**src/rtl/seg_scan_drv.sv**
```systemverilog
// seg_scan_drv: 8-digit multiplexed hex scan driver with load-latched shadow registers.
// Define SEG_SCAN_CURSOR_BLINK_EN to compile in cursor-digit blinking.
module seg_scan_drv #(
  parameter int SCAN_DIV  = 100000,
  parameter int BLINK_DIV = 250
) (
  input  logic        clk,
  input  logic        rst,
  input  logic        load,
  input  logic [31:0] d,
  input  logic [7:0]  digit_en,
  input  logic [2:0]  cursor,
  output logic [2:0]  an,
  output logic [3:0]  hex,
  output logic        blank,
  output logic        frame
);
  localparam int PW = $clog2(SCAN_DIV);
  logic [PW-1:0] psc_q, psc_d;
  logic [31:0]   dig_q, dig_d;
  logic [7:0]    en_q, en_d;
  logic [2:0]    an_q, an_d;
  logic [3:0]    hex_q, hex_d;
  logic          blank_q, blank_d, frame_q, frame_d;
  logic          tick, found;
  logic [2:0]    nxt;
  logic [7:0]    vis;
`ifdef SEG_SCAN_CURSOR_BLINK_EN
  localparam int BW = BLINK_DIV > 1 ? $clog2(BLINK_DIV) : 1;
  logic [2:0]    cur_q, cur_d;
  logic [BW-1:0] bcnt_q, bcnt_d;
  logic          bon_q, bon_d, bwrap;
  assign vis = en_q & ~(bon_q ? 8'h00 : 8'h01 << cur_q);
  always_comb begin
    cur_d  = load ? cursor : cur_q;
    bwrap  = bcnt_q == BW'(BLINK_DIV - 1);
    bcnt_d = frame_d ? (bwrap ? '0 : bcnt_q + BW'(1)) : bcnt_q;
    bon_d  = bon_q ^ (frame_d & bwrap);
  end
  always_ff @(posedge clk) begin
    if (rst) begin
      cur_q  <= '0;
      bcnt_q <= '0;
      bon_q  <= 1'b1;
    end else begin
      cur_q  <= cur_d;
      bcnt_q <= bcnt_d;
      bon_q  <= bon_d;
    end
  end
`else
  logic unused_cursor;
  assign unused_cursor = ^cursor;
  assign vis = en_q;
`endif
  // nearest visible digit after an_q; k=8 lands on an_q itself as the last resort
  always_comb begin
    found = 1'b0;
    nxt   = an_q;
    for (int k = 8; k >= 1; k--) begin
      if (vis[an_q + 3'(k)]) begin
        found = 1'b1;
        nxt   = an_q + 3'(k);
      end
    end
  end
  always_comb begin
    tick    = psc_q == PW'(SCAN_DIV - 1);
    psc_d   = tick ? '0 : psc_q + PW'(1);
    dig_d   = load ? d : dig_q;
    en_d    = load ? digit_en : en_q;
    an_d    = tick && found ? nxt : an_q;
    hex_d   = tick && found ? dig_q[{nxt, 2'b00} +: 4] : hex_q;
    blank_d = tick ? !found : blank_q;
    frame_d = tick && found && nxt <= an_q;
  end
  always_ff @(posedge clk) begin
    if (rst) begin
      psc_q   <= '0;
      dig_q   <= '0;
      en_q    <= 8'hFF;
      an_q    <= '0;
      hex_q   <= '0;
      blank_q <= 1'b0;
      frame_q <= 1'b0;
    end else begin
      psc_q   <= psc_d;
      dig_q   <= dig_d;
      en_q    <= en_d;
      an_q    <= an_d;
      hex_q   <= hex_d;
      blank_q <= blank_d;
      frame_q <= frame_d;
    end
  end
  assign an    = an_q;
  assign hex   = hex_q;
  assign blank = blank_q;
  assign frame = frame_q;
endmodule

```
**config.mk**
```make
export PLATFORM = sky130hd
export DESIGN_NAME = seg_scan_drv
export DESIGN_NICKNAME = d
export VERILOG_FILES = /design/src/rtl/seg_scan_drv.sv
export SDC_FILE = /design/constraint.sdc
export NUM_CORES = 1
export LEC_CHECK = 0
export ABC_CLOCK_PERIOD_IN_PS = 5410
export CAP_MARGIN = 20
export CORE_ASPECT_RATIO = 0.6
export CORE_MARGIN = 10
export CORE_UTILIZATION = 30
export CTS_CLUSTER_DIAMETER = 200
export CTS_CLUSTER_SIZE = 25
export DETAILED_ROUTE_END_ITERATION = 6
export GPL_TIMING_DRIVEN = 0
export PLACE_DENSITY_LB_ADDON = 0.12
export SYNTH_ARGS = -nofsm -noshare
export SYNTH_HDL_FRONTEND = slang
export SYNTH_SLANG_ARGS = --single-unit
```
**constraint.sdc**
```tcl
create_clock -name clk -period 5.41 [get_ports clk]
set_input_delay 1.082 -clock clk [delete_from_list [all_inputs] [get_ports clk]]
set_output_delay 1.082 -clock clk [all_outputs]
set_load 0.01 [all_outputs]
```
==> flow_metrics.env, run 1 <==
export IMPL_final_period_utilization_pct=80.37
export IMPL_postCtsHoldBufs=0
export IMPL_holdWs_ns=0.4502
export IMPL_synthSimpleGateAreaFrac_pct=15.90
export IMPL_area_growth_pct=24.86
export IMPL_min_period_ns=4.348
export IMPL_tns_ns=0
export IMPL_hp_class="reg -> reg"
export IMPL_cp_slowest_stage_delay_ns=0.56
export IMPL_maxSlewViolCount=0
export IMPL_slowest_stage="mux4_2"
export IMPL_place_congestion=0.8580
export IMPL_fin_skew_ns=0.006833
export IMPL_pin_count=55
export IMPL_numCtsBuffers=9
export IMPL_layout_drive_gt1_share_pct=14.34
export IMPL_vias_per_cell=5.127
export IMPL_worstMarginPinSlew_ns=0.8015
export IMPL_diodes=0
export IMPL_drt_initial_drc_count=290
export IMPL_core_um2=13910
export IMPL_clk_pin_slew_worst_paths_ns=0.05
export IMPL_cts_root_buf="clkbuf_16"
export IMPL_syn_inst=457
export IMPL_cts_tree="built"
export IMPL_path_max_fanout=10
export IMPL_nFillCells=1402
export IMPL_cellPowerDensity_nw_per_um2=249.7
export IMPL_most_common_layout_cells="86 x mux2i_1, 66 x dfxtp_1, 65 x nor2_1"
export IMPL_grtUsageTotal_pct=12.47
export IMPL_grt_start_max_net_pins=12
export IMPL_die_w_um=175.3
export IMPL_start_util_pct=31.21
export IMPL_dp_hpwl_mm=9.345
export IMPL_clock_tree_buffer_depth=2
export IMPL_reg2reg_depth=15
export IMPL_worstHoldPathCells=1
export IMPL_ctsResizeCount=0
export IMPL_wirelength_mm=12.23
export IMPL_vdd_drop_max_v=0.0001364
export IMPL_required_ns=5.62
export IMPL_setup_viol=0
export IMPL_first_global_vias=3685
export IMPL_port_buffers=50
export IMPL_drv_cap=0
export IMPL_synth_seq_cells=66
export IMPL_ys_flop_type="dfxtp_1"
export IMPL_post_cts_setup_buffers=0
export IMPL_dieArea_um2=19850
export IMPL_crit_path_end_kind="register"
export IMPL_ant_nets=0
export IMPL_rr_startpoint="an[1]"
export IMPL_antenna_found_initial=0
export IMPL_final_common_cell="mux2i_1"
export IMPL_crit_arrival_ns=4.55
export IMPL_clk_latency_ns=0.34
export IMPL_cp_cell_sequence="buf_2 > inv_1 > ha_1 > buf_6 > mux4_2 > a221oi_1 > a31oi_1 > nor3_1 > a2111oi_2 > nor3_2 > inv_2 > ha_1 > a21oi_1 > a31oi_1 > nor2_1"
export IMPL_wl_per_cell_um=17.10
export IMPL_critPathKind="reg -> reg"
export IMPL_syn_area_um2=4343
export IMPL_via_count=3666
export IMPL_nets=570
export IMPL_fmax_ghz=0.2300
export IMPL_ys_types=73
export IMPL_die_h_um=113.2
export IMPL_hold_viol=0
export IMPL_yosysSeqAreaShare_pct=30.42
export IMPL_slew_headroom_pct=46.57
export IMPL_clkSinkCount=66
export IMPL_grt_pass1_wl_mm=19.87
export IMPL_synthMuxAreaShare_pct=28.81
export IMPL_synth_top_family_by_area="multiplexers"
export IMPL_synth_edf_count=0
export IMPL_grt_ovfl_total=0
export IMPL_async_flop_share_pct=0
export IMPL_r2r_end="frame"
export IMPL_p_leak_nw=1.937
export IMPL_core_rowCount=33
export IMPL_whs_endpoint="psc_q[0]"
export IMPL_rsz0062_at_grt="false"
export IMPL_avgSynthCellArea_um2=9.503
export IMPL_drc=0
export IMPL_synth_compound_area_share_pct=14.35
export IMPL_cp_start_kind="register"
export IMPL_status="finished, final reports clean"
export IMPL_yosysWarnings=0
export IMPL_synth_xor_area_share_pct=3.861
export IMPL_min_from="psc_q[0]"
export IMPL_synth_adder_area_share_pct=1.729
export IMPL_h_tree_depth=3
export IMPL_firstDrtPassIters=4
export IMPL_regToRegSetupSlack_ns=1.06
export IMPL_syn_num_nets=509
## synth_stat cells (all sizes together) (3+ instances only)
| cell type | count | area, um^2 |
|---|---|---|
| nand3 | 12 | 60.06 |
| and2 | 4 | 30.03 |
| mux4 | 11 | 247.7 |
| ha | 6 | 75.07 |
| o22ai | 11 | 68.82 |
| nand2b | 3 | 26.27 |
| a21boi | 4 | 30.03 |
| a221o | 6 | 60.06 |
| mux2i | 87 | 883.4 |
| a21oi | 7 | 46.30 |
| or2 | 4 | 25.03 |
| nor4 | 3 | 18.77 |
| inv | 13 | 48.80 |
| a211oi | 3 | 22.52 |
| dfxtp | 66 | 1321 |
| o2111ai | 7 | 67.56 |
| nand2 | 32 | 130.1 |
| nand4 | 6 | 37.54 |
| a2111o | 3 | 33.78 |
| o31ai | 3 | 37.54 |
| nor2 | 65 | 244.0 |
| xor2 | 9 | 97.60 |
| clkbuf | 12 | 45.04 |
| buf | 15 | 116.3 |
| or3 | 9 | 61.31 |
| xnor2 | 8 | 70.07 |
| nor3 | 3 | 25.02 |
| mux2 | 10 | 120.1 |
| o21ai | 8 | 43.79 |
## through the flow
step,util [%],instance area (um^2),worst slack (ns),power (mW),instances
finish,38.97,5423,1.062,1.354,715
global route,38.97,5423,0.7187,1.419,715
CTS,38.97,5423,1.145,1.374,715
detailed placement,36.53,5084,1.167,0.7015,699
global placement,36.53,5084,1.232,0.6980,699
floorplan,-,4343,1.893,0.6371,457
## flip-flops by register name, indices dropped and copies added (netlist names)
name   count
an         3
blank      1
dig_q     32
en_q       8
frame      1
hex        4
psc_q     17
## critical path, delay by kind of cell (launching register included)
| kind | cells | cell delay [ns] |
|---|---|---|
| simple gates | 3 | 0.83 |
| buf+inv | 4 | 0.78 |
| flops | 1 | 0.50 |
| mux | 1 | 0.56 |
| compound gates | 5 | 0.87 |
| fa+ha+maj | 2 | 0.67 |
## worst max-delay path by stage
stage               start     to  slack [ns]  cells after the start
CTS                 an[1]  frame        1.15                     15
global route        an[1]  frame        0.72                     15
finish              an[1]  frame        1.06                     15
detailed placement  an[1]  frame        1.17                     15
global placement    an[1]  frame        1.23                     15
floorplan           an[1]  frame        1.89                     16
## report_power, final
| group | switching (mW) | total, mW | internal (mW) |
|---|---|---|---|
| clock network | 0.222 | 0.662 | 0.440 |
| logic | 0.0759 | 0.161 | 0.0852 |
| registers | 0.0246 | 0.531 | 0.506 |
## final cells by class
cell class	count	area, um^2	share of cell area, %
inverters	14	52.55	0.9691
repair buffers	50	500.5	9.229
flip-flops and latches	66	1321	24.37
multi-input cells	350	2808	51.78
plain buffers	27	161.4	2.976
clock buffers	12	266.5	4.915
well taps	192	240.2	4.430
clock inverters	4	72.57	1.338
## cells by family after synthesis
group / count (synthesis)
AO/OA/AOI/OAI: 74
XOR/XNOR: 17
adder cells (fa/ha/maj): 6
buffers and inverters: 41
flip-flops: 66
multiplexers: 108
AND/OR/NAND/NOR: 145
## routing by layer
metal  GRT usage, %  vias up  routed length, um
li1               -     1814                  -
met1          17.90     1763               6505
met2          17.05       80               4970
met3          4.283        9                640
met4          3.375        0                110
met5              0        -                  0
No activity file was read; power rests on OpenSTA's default activity.
==> run 2, diff against run 1 <==
--- a/config.mk
+++ b/config.mk
@@ -5,7 +5,7 @@
 export SDC_FILE = /design/constraint.sdc
 export NUM_CORES = 1
 export LEC_CHECK = 0
-export ABC_CLOCK_PERIOD_IN_PS = 5410
+export ABC_CLOCK_PERIOD_IN_PS = 3800
 export CAP_MARGIN = 20
 export CORE_ASPECT_RATIO = 0.6
 export CORE_MARGIN = 10
==> constraint.sdc (replaced) <==
create_clock -name clk -period 3.8 [get_ports clk]
set_input_delay 0.76 -clock clk [delete_from_list [all_inputs] [get_ports clk]]
set_output_delay 0.76 -clock clk [all_outputs]
set_load 0.01 [all_outputs]
==> run 2 against run 1 <==
Clock power rose by 42%. Sequential power rose by 42%. Global-route usage rose by 0.070 points. Sequential share of layout area fell by 0.43 points. Clock skew fell by 0.0010 ns. Critical path depth rose by 1. Register-to-register slack got worse by 0.91 ns. Combinational power rose by 50%. Utilization rose by 0.92 points. Routed wire length rose by 1.3%.
==> flow_metrics.env, run 2 (synthesized netlist as in run 1, its figures left out) <==
export IMPL_crit_end="frame"
export IMPL_wirelength_mm=12.38
export IMPL_numCtsBuffers=9
export IMPL_setup_viol=0
export IMPL_layout_drive_gt1_share_pct=17.68
export IMPL_largest_registers="dig_q: 32 flops, psc_q: 17 flops, en_q: 8 flops"
export IMPL_swShare_pct=23.76
export IMPL_clockPowerShare_pct=48.5
export IMPL_cp_cell_sequence="buf_6 > inv_1 > ha_1 > buf_6 > buf_8 > mux2i_1 > mux4_2 > or3_1 > o2111a_1 > a21oi_4 > inv_2 > ha_4 > a21o_1 > a21oi_2 > a31oi_2 > nor2_2"
export IMPL_hold_viol=0
export IMPL_vdd_drop_max_v=0.0001938
export IMPL_clkSinkCount=66
export IMPL_antenna_found_initial=0
export IMPL_slew_headroom_pct=46.53
export IMPL_cp_slowest_stage_delay_ns=0.51
export IMPL_worstMarginPinSlew_ns=0.8020
export IMPL_crit_path_end_kind="register"
export IMPL_cp_start_kind="register"
export IMPL_clock_tree_buffer_depth=2
export IMPL_tns_ns=0
export IMPL_place_area_um2=5084
export IMPL_hp_class="reg -> reg"
export IMPL_path_buf_inv=5
export IMPL_dp_hpwl_mm=9.345
export IMPL_dieArea_um2=19850
export IMPL_critPathKind="reg -> reg"
export IMPL_die_w_um=175.3
export IMPL_core_rowCount=33
export IMPL_h_tree_depth=3
export IMPL_min_period_ns=3.649
export IMPL_crit_arrival_ns=3.86
export IMPL_final_common_cell="mux2i_1"
export IMPL_first_global_vias=3699
export IMPL_final_period_utilization_pct=96.02
export IMPL_place_congestion=0.8580
export IMPL_port_buffers=50
export IMPL_cellPowerDensity_nw_per_um2=348.1
export IMPL_core_um2=13910
export IMPL_area_growth_pct=27.80
export IMPL_power_frac_seq_pct=39.0
export IMPL_drc=0
export IMPL_via_count=3728
export IMPL_cp_top_family="buffers and inverters"
export IMPL_most_common_layout_cells="85 x mux2i_1, 64 x nor2_1, 64 x dfxtp_1"
export IMPL_start_util_pct=31.21
export IMPL_fmax_ghz=0.2741
export IMPL_rr_startpoint="an[1]"
export IMPL_crit_cells=16
export IMPL_grt_ovfl_total=0
export IMPL_drv_cap=0
export IMPL_p_leak_nw=1.953
export IMPL_intPower_mw=1.473
export IMPL_drt_initial_drc_count=305
export IMPL_grt_pass1_wl_mm=19.98
export IMPL_r2r_end="frame"
export IMPL_regToRegSetupSlack_ns=0.15
export IMPL_cts_root_buf="clkbuf_16"
export IMPL_postCtsHoldBufs=0
export IMPL_slowest_stage="mux4_2"
export IMPL_diodes=0
export IMPL_firstDrtPassIters=4
export IMPL_clk_pin_slew_worst_paths_ns=0.05
export IMPL_largest_register="dig_q"
export IMPL_fin_skew_ns=0.005788
export IMPL_grt_start_max_net_pins=12
export IMPL_reg2reg_depth=16
export IMPL_cp_startpoint="an[1]"
export IMPL_status="finished, final reports clean"
export IMPL_die_h_um=113.2
export IMPL_wl_per_cell_um=17.25
export IMPL_ant_nets=0
export IMPL_power_frac_comb_pct=12.5
export IMPL_grtUsageTotal_pct=12.54
export IMPL_pin_count=55
export IMPL_cts_tree="built"
export IMPL_nets=573
export IMPL_switchingPower_uw=459.1
export IMPL_vias_per_cell=5.192
export IMPL_largest_reg_flops=32
export IMPL_clk_latency_ns=0.34
export IMPL_postLayoutCellArea_um2=5550
export IMPL_maxSlewViolCount=0
export IMPL_cpMostUsedCell="buf_6"
export IMPL_required_ns=4.01
export IMPL_path_max_fanout=10
==> run 2: worst reg2reg max path, delay by kind of cell, from the launching register on <==
family          cells  cell delay, ns
compound gates      5            0.76
fa+ha+maj           2            0.59
buf+inv             5            0.77
flops               1            0.38
mux                 2            0.62
simple gates        2            0.39
==> run 2: worst min path at each step <==
stage / startpoint / to / slack, ns / cells after the start
floorplan: psc_q[0] / psc_q[0] / 0.42 / 1
global placement: psc_q[0] / psc_q[0] / 0.43 / 1
detailed placement: psc_q[0] / psc_q[0] / 0.44 / 1
CTS: psc_q[0] / psc_q[0] / 0.45 / 1
global route: psc_q[0] / psc_q[0] / 0.49 / 1
finish: psc_q[0] / psc_q[0] / 0.45 / 1
==> run 2: through the flow <==
stage	hold WS [ns]	std cells	utilization [%]	total power, mW	setup slack (ns)
4_1_cts	0.4509	718	39.27	1.960	0.002371
3_5_place_dp	0.4407	699	36.53	0.9988	-0.4430
5_1_grt	0.4949	718	39.89	2.030	-0.02165
6_report	0.4498	718	39.89	1.932	0.1514
3_3_place_gp	0.4301	699	36.53	0.9937	-0.3778
2_1_floorplan	0.4175	457	-	0.9070	0.2829
==> run 2: routing by layer <==
layer / share of wire, % / vias up / GRT usage, %
li1: - / 1816 / -
met5: 0 / - / 0
met2: 42 / 82 / 17.18
met3: 5.7 / 8 / 4.250
met4: 0.89 / 0 / 3.206
met1: 51 / 1822 / 18.08
==> run 2: final cells by class <==
| cell class | instances | area, um^2 |
|---|---|---|
| buffer | 26 | 156.4 |
| clock buffer | 12 | 266.5 |
| clock inverter | 4 | 72.57 |
| fill | 1390 | 8364 |
| inverter | 14 | 52.55 |
| multi-input combinational | 350 | 2903 |
| sequential | 66 | 1329 |
| tap | 192 | 240.2 |
| timing repair buffer | 54 | 530.5 |
==> run 2: power by group through the flow <==
stage | registers (mW) | logic (mW) | clock network (mW)
4_1_cts | 0.755 | 0.234 | 0.971
2_1_floorplan | 0.757 | 0.150 | 0
3_3_place_gp | 0.769 | 0.225 | 0
6_report | 0.755 | 0.241 | 0.937
5_1_grt | 0.759 | 0.266 | 1.01
3_5_place_dp | 0.770 | 0.229 | 0
==> run 2: what timing repair did <==
item,4_1_cts,5_1_grt
buffers inserted,3,1
pin swaps,2,4
setup endpoints to repair,5,3
gates resized for setup,5,16
